### src/rtl/reshaper_job_ctrl.sv
// -----------------------------------------------------------------------------
// reshaper_job_ctrl
//
// Job sequencer for the reshaper datapath. Reshape descriptors arrive over a
// valid/ready port and are buffered in a small FIFO. Jobs run one at a time:
// the descriptor is registered onto the reshaper configuration outputs, an init
// pulse is issued, the sequencer waits for finish and then reports completion
// with the job ID and an error flag. A programmable watchdog aborts hung jobs.
//
// Ports:
//   clk, reset_n           clock, asynchronous active-low reset
//   job_vld / job_rdy      descriptor handshake (job_rdy = queue not full)
//   job_id, job_*          descriptor tag, scalars and per-dimension arrays
//   tmo_cycles             watchdog limit in RUN cycles (0 = disabled)
//   rs_*                   registered reshaper configuration
//   rs_init_pulse          one-cycle reshaper init
//   rs_finish              reshaper finish
//   done_vld/id/err        one-cycle completion strobe, job ID, abort flag
//   busy                   job in flight or queue non-empty
// -----------------------------------------------------------------------------
module reshaper_job_ctrl #(
  parameter int AW   = 16,
  parameter int ADIM = 6,
  parameter int IDW  = 4,
  parameter int QD   = 2,
  parameter int TW   = 24
) (
  input  logic                     clk,
  input  logic                     reset_n,
  input  logic                     job_vld,
  output logic                     job_rdy,
  input  logic [IDW-1:0]           job_id,
  input  logic [AW-1:0]            job_rreq_num,
  input  logic [AW-1:0]            job_raddr_base,
  input  logic [AW-1:0]            job_wreq_num,
  input  logic [AW-1:0]            job_waddr_base,
  input  logic [AW-1:0]            job_rdata_size,
  input  logic [AW-1:0]            job_wdata_size,
  input  logic [ADIM-1:0][AW-1:0]  job_raddr_size,
  input  logic [ADIM-1:0][AW-1:0]  job_raddr_stride,
  input  logic [ADIM-1:0][AW-1:0]  job_waddr_size,
  input  logic [ADIM-1:0][AW-1:0]  job_waddr_stride,
  input  logic [TW-1:0]            tmo_cycles,
  output logic [AW-1:0]            rs_rreq_num,
  output logic [AW-1:0]            rs_raddr_base,
  output logic [AW-1:0]            rs_wreq_num,
  output logic [AW-1:0]            rs_waddr_base,
  output logic [AW-1:0]            rs_rdata_size,
  output logic [AW-1:0]            rs_wdata_size,
  output logic [ADIM-1:0][AW-1:0]  rs_raddr_size,
  output logic [ADIM-1:0][AW-1:0]  rs_raddr_stride,
  output logic [ADIM-1:0][AW-1:0]  rs_waddr_size,
  output logic [ADIM-1:0][AW-1:0]  rs_waddr_stride,
  output logic                     rs_init_pulse,
  input  logic                     rs_finish,
  output logic                     done_vld,
  output logic [IDW-1:0]           done_id,
  output logic                     done_err,
  output logic                     busy
);

  localparam int PW = (QD > 1) ? $clog2(QD) : 1;
  localparam int CW = PW + 1;

  typedef struct packed {
    logic [IDW-1:0]          id;
    logic [AW-1:0]           rreq_num;
    logic [AW-1:0]           raddr_base;
    logic [AW-1:0]           wreq_num;
    logic [AW-1:0]           waddr_base;
    logic [AW-1:0]           rdata_size;
    logic [AW-1:0]           wdata_size;
    logic [ADIM-1:0][AW-1:0] raddr_size;
    logic [ADIM-1:0][AW-1:0] raddr_stride;
    logic [ADIM-1:0][AW-1:0] waddr_size;
    logic [ADIM-1:0][AW-1:0] waddr_stride;
  } desc_t;

  typedef enum logic [2:0] {
    IDLE  = 3'd0,
    LOAD  = 3'd1,
    INIT  = 3'd2,
    GUARD = 3'd3,
    RUN   = 3'd4,
    ABORT = 3'd5,
    DONE  = 3'd6
  } state_t;

  state_t           state_r;
  state_t           state_next_s;
  logic             phase_r;        // second cycle of GUARD / ABORT

  desc_t            q_mem_r [QD];
  logic [PW-1:0]    wr_ptr_r;
  logic [PW-1:0]    rd_ptr_r;
  logic [CW-1:0]    count_r;
  logic [CW-1:0]    count_next_s;
  logic             push_s;
  logic             pop_s;
  desc_t            in_desc_s;
  desc_t            head_s;
  logic             head_zero_s;

  desc_t            cfg_r;          // live reshaper config; id = job in flight
  logic [TW-1:0]    tmo_r;
  logic [TW-1:0]    wd_r;
  logic             timeout_s;

  logic             job_rdy_r;
  logic             busy_r;
  logic             init_pulse_r;
  logic             done_vld_r;
  logic [IDW-1:0]   done_id_r;
  logic             done_err_r;

  // Gather the descriptor port into one record for queue storage
  always_comb begin
    in_desc_s              = '0;
    in_desc_s.id           = job_id;
    in_desc_s.rreq_num     = job_rreq_num;
    in_desc_s.raddr_base   = job_raddr_base;
    in_desc_s.wreq_num     = job_wreq_num;
    in_desc_s.waddr_base   = job_waddr_base;
    in_desc_s.rdata_size   = job_rdata_size;
    in_desc_s.wdata_size   = job_wdata_size;
    in_desc_s.raddr_size   = job_raddr_size;
    in_desc_s.raddr_stride = job_raddr_stride;
    in_desc_s.waddr_size   = job_waddr_size;
    in_desc_s.waddr_stride = job_waddr_stride;
  end

  assign head_s      = q_mem_r[rd_ptr_r];
  assign head_zero_s = (head_s.rreq_num == {AW{1'b0}}) && (head_s.wreq_num == {AW{1'b0}});

  // Queue handshake and occupancy update; job_rdy comes from a register so
  // job_vld never reaches it combinationally
  always_comb begin
    push_s       = 1'b0;
    pop_s        = 1'b0;
    count_next_s = count_r;
    if (job_vld && job_rdy_r) begin
      push_s = 1'b1;
    end else begin
      push_s = 1'b0;
    end
    if (state_r == LOAD) begin
      pop_s = 1'b1;
    end else begin
      pop_s = 1'b0;
    end
    case ({push_s, pop_s})
      2'b10:   count_next_s = count_r + {{(CW-1){1'b0}}, 1'b1};
      2'b01:   count_next_s = count_r - {{(CW-1){1'b0}}, 1'b1};
      default: count_next_s = count_r;
    endcase
  end

  // Watchdog hits its limit when the next increment would reach tmo_r;
  // the extra bit keeps a saturated counter from matching by wrap-around
  assign timeout_s = (tmo_r != {TW{1'b0}}) &&
                     (({1'b0, wd_r} + {{TW{1'b0}}, 1'b1}) == {1'b0, tmo_r});

  // Next-state logic of the job sequencer
  always_comb begin
    state_next_s = state_r;
    case (state_r)
      IDLE: begin
        if ((count_r != {CW{1'b0}}) || push_s) begin
          state_next_s = LOAD;
        end else begin
          state_next_s = IDLE;
        end
      end
      LOAD: begin
        // a job with nothing to read or write completes without an init
        if (head_zero_s) begin
          state_next_s = DONE;
        end else begin
          state_next_s = INIT;
        end
      end
      INIT: begin
        state_next_s = GUARD;
      end
      GUARD: begin
        // finish is ignored here: it may still reflect the previous job
        if (phase_r) begin
          state_next_s = RUN;
        end else begin
          state_next_s = GUARD;
        end
      end
      RUN: begin
        // finish has priority over a timeout in the same cycle
        if (rs_finish) begin
          state_next_s = DONE;
        end else if (timeout_s) begin
          state_next_s = ABORT;
        end else begin
          state_next_s = RUN;
        end
      end
      ABORT: begin
        if (phase_r) begin
          state_next_s = DONE;
        end else begin
          state_next_s = ABORT;
        end
      end
      DONE: begin
        state_next_s = IDLE;
      end
      default: begin
        state_next_s = IDLE;
      end
    endcase
  end

  // State register plus the two-cycle phase bit used by GUARD and ABORT
  always_ff @(posedge clk or negedge reset_n) begin
    if (!reset_n) begin
      state_r <= IDLE;
      phase_r <= 1'b0;
    end else begin
      state_r <= state_next_s;
      phase_r <= ((state_r == GUARD) || (state_r == ABORT)) && !phase_r;
    end
  end

  // Descriptor FIFO storage and pointers
  always_ff @(posedge clk or negedge reset_n) begin
    if (!reset_n) begin
      for (int i = 0; i < QD; i++) begin
        q_mem_r[i] <= '0;
      end
      wr_ptr_r <= {PW{1'b0}};
      rd_ptr_r <= {PW{1'b0}};
      count_r  <= {CW{1'b0}};
    end else begin
      if (push_s) begin
        q_mem_r[wr_ptr_r] <= in_desc_s;
        wr_ptr_r          <= wr_ptr_r + {{(PW-1){1'b0}}, 1'b1};
      end
      if (pop_s) begin
        rd_ptr_r <= rd_ptr_r + {{(PW-1){1'b0}}, 1'b1};
      end
      count_r <= count_next_s;
    end
  end

  // Reshaper configuration: loaded from the queue head, request counts
  // cleared on the way into ABORT so the quiesce init starts nothing
  always_ff @(posedge clk or negedge reset_n) begin
    if (!reset_n) begin
      cfg_r <= '0;
    end else if (state_r == LOAD) begin
      cfg_r <= head_s;
    end else if ((state_r == RUN) && (state_next_s == ABORT)) begin
      cfg_r.rreq_num <= {AW{1'b0}};
      cfg_r.wreq_num <= {AW{1'b0}};
    end else begin
      cfg_r <= cfg_r;
    end
  end

  // Watchdog: limit sampled and counter cleared at INIT, counts RUN cycles,
  // saturates instead of wrapping
  always_ff @(posedge clk or negedge reset_n) begin
    if (!reset_n) begin
      tmo_r <= {TW{1'b0}};
      wd_r  <= {TW{1'b0}};
    end else if (state_r == INIT) begin
      tmo_r <= tmo_cycles;
      wd_r  <= {TW{1'b0}};
    end else if ((state_r == RUN) && (wd_r != {TW{1'b1}})) begin
      wd_r <= wd_r + {{(TW-1){1'b0}}, 1'b1};
    end else begin
      wd_r <= wd_r;
    end
  end

  // Registered strobes and status, computed from the upcoming state
  always_ff @(posedge clk or negedge reset_n) begin
    if (!reset_n) begin
      job_rdy_r    <= 1'b1;
      busy_r       <= 1'b0;
      init_pulse_r <= 1'b0;
      done_vld_r   <= 1'b0;
      done_id_r    <= {IDW{1'b0}};
      done_err_r   <= 1'b0;
    end else begin
      job_rdy_r    <= (count_next_s != CW'(QD));
      busy_r       <= (state_next_s != IDLE) || (count_next_s != {CW{1'b0}});
      init_pulse_r <= ((state_r == LOAD) && (state_next_s == INIT)) ||
                      ((state_r == ABORT) && !phase_r);
      done_vld_r   <= (state_next_s == DONE);
      if (state_next_s == DONE) begin
        // a zero job goes LOAD -> DONE before cfg_r has captured its ID
        done_id_r  <= (state_r == LOAD) ? head_s.id : cfg_r.id;
        done_err_r <= (state_r == ABORT);
      end else begin
        done_id_r  <= {IDW{1'b0}};
        done_err_r <= 1'b0;
      end
    end
  end

  assign job_rdy          = job_rdy_r;
  assign busy             = busy_r;
  assign rs_init_pulse    = init_pulse_r;
  assign done_vld         = done_vld_r;
  assign done_id          = done_id_r;
  assign done_err         = done_err_r;
  assign rs_rreq_num      = cfg_r.rreq_num;
  assign rs_raddr_base    = cfg_r.raddr_base;
  assign rs_wreq_num      = cfg_r.wreq_num;
  assign rs_waddr_base    = cfg_r.waddr_base;
  assign rs_rdata_size    = cfg_r.rdata_size;
  assign rs_wdata_size    = cfg_r.wdata_size;
  assign rs_raddr_size    = cfg_r.raddr_size;
  assign rs_raddr_stride  = cfg_r.raddr_stride;
  assign rs_waddr_size    = cfg_r.waddr_size;
  assign rs_waddr_stride  = cfg_r.waddr_stride;

endmodule
### config.mk
export PLATFORM = sky130hd
export DESIGN_NAME = reshaper_job_ctrl
export DESIGN_NICKNAME = d
export VERILOG_FILES = /design/src/rtl/reshaper_job_ctrl.sv
export SDC_FILE = /design/constraint.sdc
export NUM_CORES = 2
export LEC_CHECK = 0
export ABC_AREA = 1
export CAP_MARGIN = 20
export CORE_ASPECT_RATIO = 0.6
export CORE_MARGIN = 5
export CORE_UTILIZATION = 35
export DETAILED_ROUTE_END_ITERATION = 8
export GPL_ROUTABILITY_DRIVEN = 0
export GPL_TIMING_DRIVEN = 0
export PLACE_DENSITY = 0.65
export SYNTH_ARGS = -nofsm -noshare
export SYNTH_HDL_FRONTEND = slang
export SYNTH_SLANG_ARGS = --single-unit
### constraint.sdc
create_clock -name clk -period 3.5 [get_ports clk]
set_clock_uncertainty 0.2 [all_clocks]
set_input_delay 0.525 -clock clk [delete_from_list [all_inputs] [get_ports clk]]
set_output_delay 0.525 -clock clk [all_outputs]
set_load 0.01 [all_outputs]
== After elaboration in Yosys (flattened, before gate mapping) ==
Cells that the tools add are included.

* Register bits: 1517
* Bits of input ports: 512
* Output and inout bits: 489
* Word-level logic and storage cells: 176

* Add/sub/neg operators: 6
* Magnitude comparators: 3
* Eq/ne operators: 13
* Mux-type cells: 23
* Bitwise gates (word level): 2
* Reduce and logical (&&, ||, !) cells: 23

{| class="wikitable"
|+ Operator list
! cell !! number
|-
| two-way mux 484 bit || 4
|-
| bitwise mux 968 bit || 1
|-
| demux 484 bit (select 1 bit) || 1
|-
| two-way mux 480 bit || 1
|-
| two-way mux 24 bit || 2
|-
| logical NOT 16 bit || 2
|-
| adder 24 x 1 -> 25 bit (second input constant) || 1
|-
| equality test 25 x 24 -> 1 bit || 1
|-
| adder 24 x 1 -> 24 bit (second input constant) || 1
|-
| inequality test 24 bit (second input constant) || 1
|-
| nonzero test 24 bit || 1
|-
| one-hot mux 3 bit (6 select lines) || 1
|-
| two-way mux 16 bit || 1
|-
| equality test 3 bit (second input constant) || 4
|-
| equality test 3 x 2 -> 1 bit (second input constant) || 3
|-
| logical AND 1 bit || 9
|-
| two-way mux 4 bit || 2
|-
| nonzero test 2 bit || 4
|-
| two-way mux 3 bit || 2
|-
| two-way mux 1 bit || 5
|-
| >= comparator 2 bit (second input constant) || 2
|-
| logical OR 1 bit || 4
|-
| two-way mux 2 bit || 2
|-
| NOT 1 -> 2 bit || 2
|-
| 12 further kinds || 13
|}

== Depth between registers and ports, before layout ==
* Word-level depth: 12
* Mapped depth: 17
* Mapped depth without buffers: 16

== Least setup slack after synthesis ==
No wires, ideal clock.

* Kind: flip-flop to flip-flop
* From: register state_r[0]
* To: register busy_r, in the netlist busy
* Setup time: 0.139 ns
* Data arrival time: 2.328 ns
* Data required time: 3.161 ns
* Setup slack: 0.834 ns
* Stages on the path, launching flop included: 13
* Buffers on the path: 4
* Clock period less this slack: 2.666 ns
* Cell sequence: dfrtp_1 -> clkbuf_1 -> nand3_1 -> buf_2 -> inv_1 -> clkbuf_1 -> clkbuf_1 -> ha_1 -> a21oi_1 -> o21ai_0 -> xnor2_1 -> nor2_1 -> nand4_1

* Longest elaborated chain between the ends: 6
* Elaborated cells on any way between the ends: 14
* Classes of those cells: 7 x eq/ne; 3 x mux; 4 x reduce/logical

{| class="wikitable"
|+ Ends and longest elaborated chain
! item !! RTL line !! RTL
|-
| start, declared || 89 || <nowiki>state_t state_r;</nowiki>
|-
| start signal, assigned || 225 || <nowiki>state_r <= state_next_s;</nowiki>
|-
| equality test 3 x 1 -> 1 bit (*) || 146 || <nowiki>if (state_r == LOAD) begin</nowiki>
|-
| two-way mux 1 bit (*) || 146 ||
|-
| equality test 2 x 1 -> 1 bit / equality test 2 bit (equally long branches) || 151 || <nowiki>case ({push_s, pop_s})</nowiki>
|-
| one-hot mux 2 bit (2 select lines) (*) || 151 ||
|-
| net count_next_s[1] || 97 || <nowiki>logic [CW-1:0] count_next_s;</nowiki>
|-
| nonzero test 2 bit (*) || 293 || <nowiki>busy_r <= (state_next_s != IDLE) || (count_next_s != {CW{1'b0}});</nowiki>
|-
| logical OR 1 bit (*) || 293 ||
|-
| end signal, assigned || 293 ||
|-
| end, declared || 110 || <nowiki>logic busy_r;</nowiki>
|}

The timed path passes the listed nets; every way through them passes the cells marked *.
A chain may end at the register's enable or synchronous reset.

== Worst setup path after layout ==
* From: register job_rdy_r, in the netlist job_rdy
* To: register q_mem_r[462] (netlist name)

* Longest elaborated chain between the ends: 2

{| class="wikitable"
|+ Ends and longest elaborated chain
! item !! RTL line !! RTL
|-
| start, declared || 109 || <nowiki>logic job_rdy_r;</nowiki>
|-
| start signal, assigned || 292 || <nowiki>job_rdy_r <= (count_next_s != CW'(QD));</nowiki>
|-
| logical AND 1 bit || 141 || <nowiki>if (job_vld && job_rdy_r) begin</nowiki>
|-
| two-way mux 1 bit || 141 ||
|-
| end signal, assigned by index || 241 || <nowiki>q_mem_r[wr_ptr_r] <= in_desc_s;</nowiki>
|-
| end, declared || 93 || <nowiki>desc_t q_mem_r [QD];</nowiki>
|}

Every way passes these cells.

==> run summary <==
Max FO, Critical Path = 10
count leader, synth = nand2_1
CP endpoint kind = register
vias = 52200
async set-reset flop share out of synthesis = 1.00
Final Total Pwr = 83000 uW
Max stage delay on crit path = 0.55 ns
Cells after DPL = 10300
Die X = 568 um
Worst Reg2Reg Path Length in Cells = 6
Cell Area, Synth = 65300 um2
fin crit share = 0.980
# rows = 122
register area share after synthesis = 0.581
Syn Nets = 7285
crit path max-delay cell type = dfstp_2
Switch Pwr = 30800 uW
RSZ-0062 raised after global routing = no
Achievable Freq = 292 MHz
Num CTS Buffers = 156
stages on the worst setup path = 6
Setup WS post-layout = 0.0700 ns
CTS tree = yes
Logic pwr share = 0.430
DRT iter0 DRCs = 4237
Net Sw Frac = 0.371
yosys warns = 0
FF-to-FF setup slack = 0.07 ns
first-pass GRT wire length = 335000 um
vias in the first global route = 51800
CTS max path bufs = 4
layout cells sized above 1 = 0.160
Slew Limit Fails = 0
post-synthesis register bit count = 1517
Least-Margin Pin Slew = 1.06 ns
Initial Util = 0.353
top post-synthesis cells by area = dfrtp_1, o21ai_0, nand2_1
CP delay by family, top = buffers and inverters
grt ovf = 0
Slew headroom = 0.294
worst path required time = 3.96 ns
reg-to-reg endpoint = q_mem_r[462]
Synth top area share = 0.581
largest net degree at the start of global routing = 176
Post-CTS Setup Repair Bufs = 0
per-cell routed wire length = 21.3 um
worst r2r src = job_rdy
Worst EP arrival = 3.89 ns
synth cell count leaders = nand2_1, dfrtp_1, o21ai_0
Pre-antenna DRT Iters = 5
Worst Setup Start Kind = register
number of input and output port buffers inserted = 1000
global-route usage over all layers = 0.224
initial antenna violation count = 76
CTS root buf = clkbuf_16
PD cells = 984 nW/um2
Worst-path clk slew = 0.07 ns
worst hold slack = -0.489 ns
Core ar. = 185000 um2
HPWL Detailed = 171000 um
global-route met2 utilization = 0.334
M1 GR Usage = 0.318
post-synthesis cell type with the largest combined area = dfrtp_1
Leakage Power = 0.0381 uW
Reg power frac = 0.361
post-synth cell types = 35
min-delay worst type = in -> async
clk_lat worst skew = 0.77 ns
number of flops mapped to enable cells by yosys = 0
final hold violation count = 126
Max rail drop VDD = 0.000474 V
net count reported at finish = 8461
final setup vio count = 0
Avg Vias per Cell = 4.93
ys flop type = dfrtp_1
Critical Path End = q_mem_r[462]
max cap viols = 0
TNS Setup = 0 ns
Routed Antenna Nets = 0
CTS sink count = 1517
Routed WL = 226000 um
Syn Area/Cell = 9.64 um2
Post-Synthesis Cells = 6771
CP most frequent cell = clkbuf_2
Layout Cells excl Fill = 10600
pre-CTS setup slack = -1.37 ns
GR peak layer = met2
final core utilization = 0.456
die area = 196000 um2
worst setup path start = job_rdy
Period minus WS final = 3.43 ns
violated checks = hold timing
met3 Track Usage GR = 0.0511
Die H = 345 um
Ports = 1001
crit-path cells = nand2_1, nor2_2, clkbuf_2, clkbuf_2, buf_2, mux2_2
Clock power frac = 0.209
status = finished with violations
critical path class = reg -> reg
Buf/Inv on CP = 3
P&R area growth vs syn = 29.1%
Remaining DRCs = 0
CTS H-tree depth = 4
Int Pwr = 52200 uW
[cells by family (layout without fill, tap and decap cells)]
| kind of cell | Yosys count | count (layout) | share of synthesized area |
|---|---|---|---|
| simple gates | 1856 | 1856 | 0.110 |
| fa+ha+maj | 2 | 2 | 0.000383 |
| flops | 1517 | 1517 | 0.581 |
| mux | 477 | 477 | 0.0823 |
| other cells | 0 | 57 | 0 |
| xor+xnor | 6 | 6 | 0.00102 |
| compound gates | 1492 | 1492 | 0.115 |
| buf+inv | 1421 | 2709 | 0.110 |
[worst register-to-register path: stages (launching register included)]
cell      delay [ns]
dfstp_2         0.55
nand2_1         0.29
nor2_2          0.43
clkbuf_2        0.53
clkbuf_2        0.54
buf_2           0.40
mux2_2          0.38
[registers in the layout, indices dropped and copies added (netlist names), 24 cells and up]
| name | cells |
|---|---|
| rs_raddr_size | 96 |
| rs_waddr_size | 96 |
| wd_r | 24 |
| tmo_r | 24 |
| rs_raddr_stride | 96 |
| q_mem_r | 968 |
| rs_waddr_stride | 96 |
[how the worst min path moves through the flow]
stage | start | end | slack [ns]
after CTS | reset_n | q_mem_r[369] | -0.53
after detailed placement | q_mem_r[959] | q_mem_r[959] | 0.25
after global placement | q_mem_r[927] | q_mem_r[927] | 0.25
final | reset_n | q_mem_r[369] | -0.49
after global routing | reset_n | q_mem_r[369] | -0.52
after floorplan | reset_n | busy | 0.03
[through the flow]
| stage | area (um2) | hold slack (ns) |
|---|---|---|
| finish | 84300 | -0.489 |
| global route | 84300 | -0.517 |
| CTS | 84200 | -0.531 |
| detailed placement | 78800 | 0.255 |
| global placement | 78400 | 0.254 |
| floorplan | 65300 | 0.0294 |
[what timing repair did]
item,CTS,global route
hold endpoints to repair,126,126
cloned,2,1
gates resized for setup,23,6
setup endpoints to repair,1098,370
[layout by cell type (no fill, tap or decap), drive strengths merged]
master         Yosys  layout
mux2             477     477
o21bai             1       1
nand4             13      13
nand2           1647    1647
a211oi             1       1
or2                4       4
inv              553     556
xnor2              2       2
bufinv             0      15
clkinv             1      30
buf              518     537
diode              0      57
xor2               3       3
clkbuf           349     566
nor3               4       4
dfrtp           1516    1516
dfstp              1       1
nand3b             6       6
clkdlybuf4s50      0     999
a21oi             22      22
nand3             84      84
a2111oi            1       1
ha                 2       2
xnor3              1       1
o21ai           1454    1454
nor2              98      98
clkinvlp           0       4
bufbuf             0       2
a21boi             1       1
o22ai             11      11
a31oi              1       1
[routing by layer]
metal,vias to the layer above,part of all wire
met1,26400,0.45
met5,-,0.0013
met2,1710,0.44
met3,368,0.066
li1,23800,-
met4,36,0.037
[cell type report]
| cell class | instances | area (um2) |
|---|---|---|
| fill | 17300 | 101000 |
| sequential | 1517 | 38000 |
| multi-input combinational | 3833 | 20200 |
| timing repair buffer | 1021 | 10500 |
| buffer | 864 | 5130 |
| clock buffer | 219 | 4500 |
| tap | 2480 | 3100 |
| inverter | 554 | 2080 |
| clock inverter | 51 | 718 |
| antenna | 57 | 143 |
[power groups by stage]
| stage | Clock, uW | Sequential (uW) | Combinational [uW] |
|---|---|---|---|
| floorplan | 0 | 28900 | 20700 |
| global placement | 0 | 30400 | 34600 |
| detailed placement | 0 | 30100 | 35600 |
| CTS | 17700 | 29900 | 35900 |
| global route | 18400 | 30800 | 39300 |
| finish | 17300 | 29900 | 35700 |
Power figures use the tool's default switching activity.
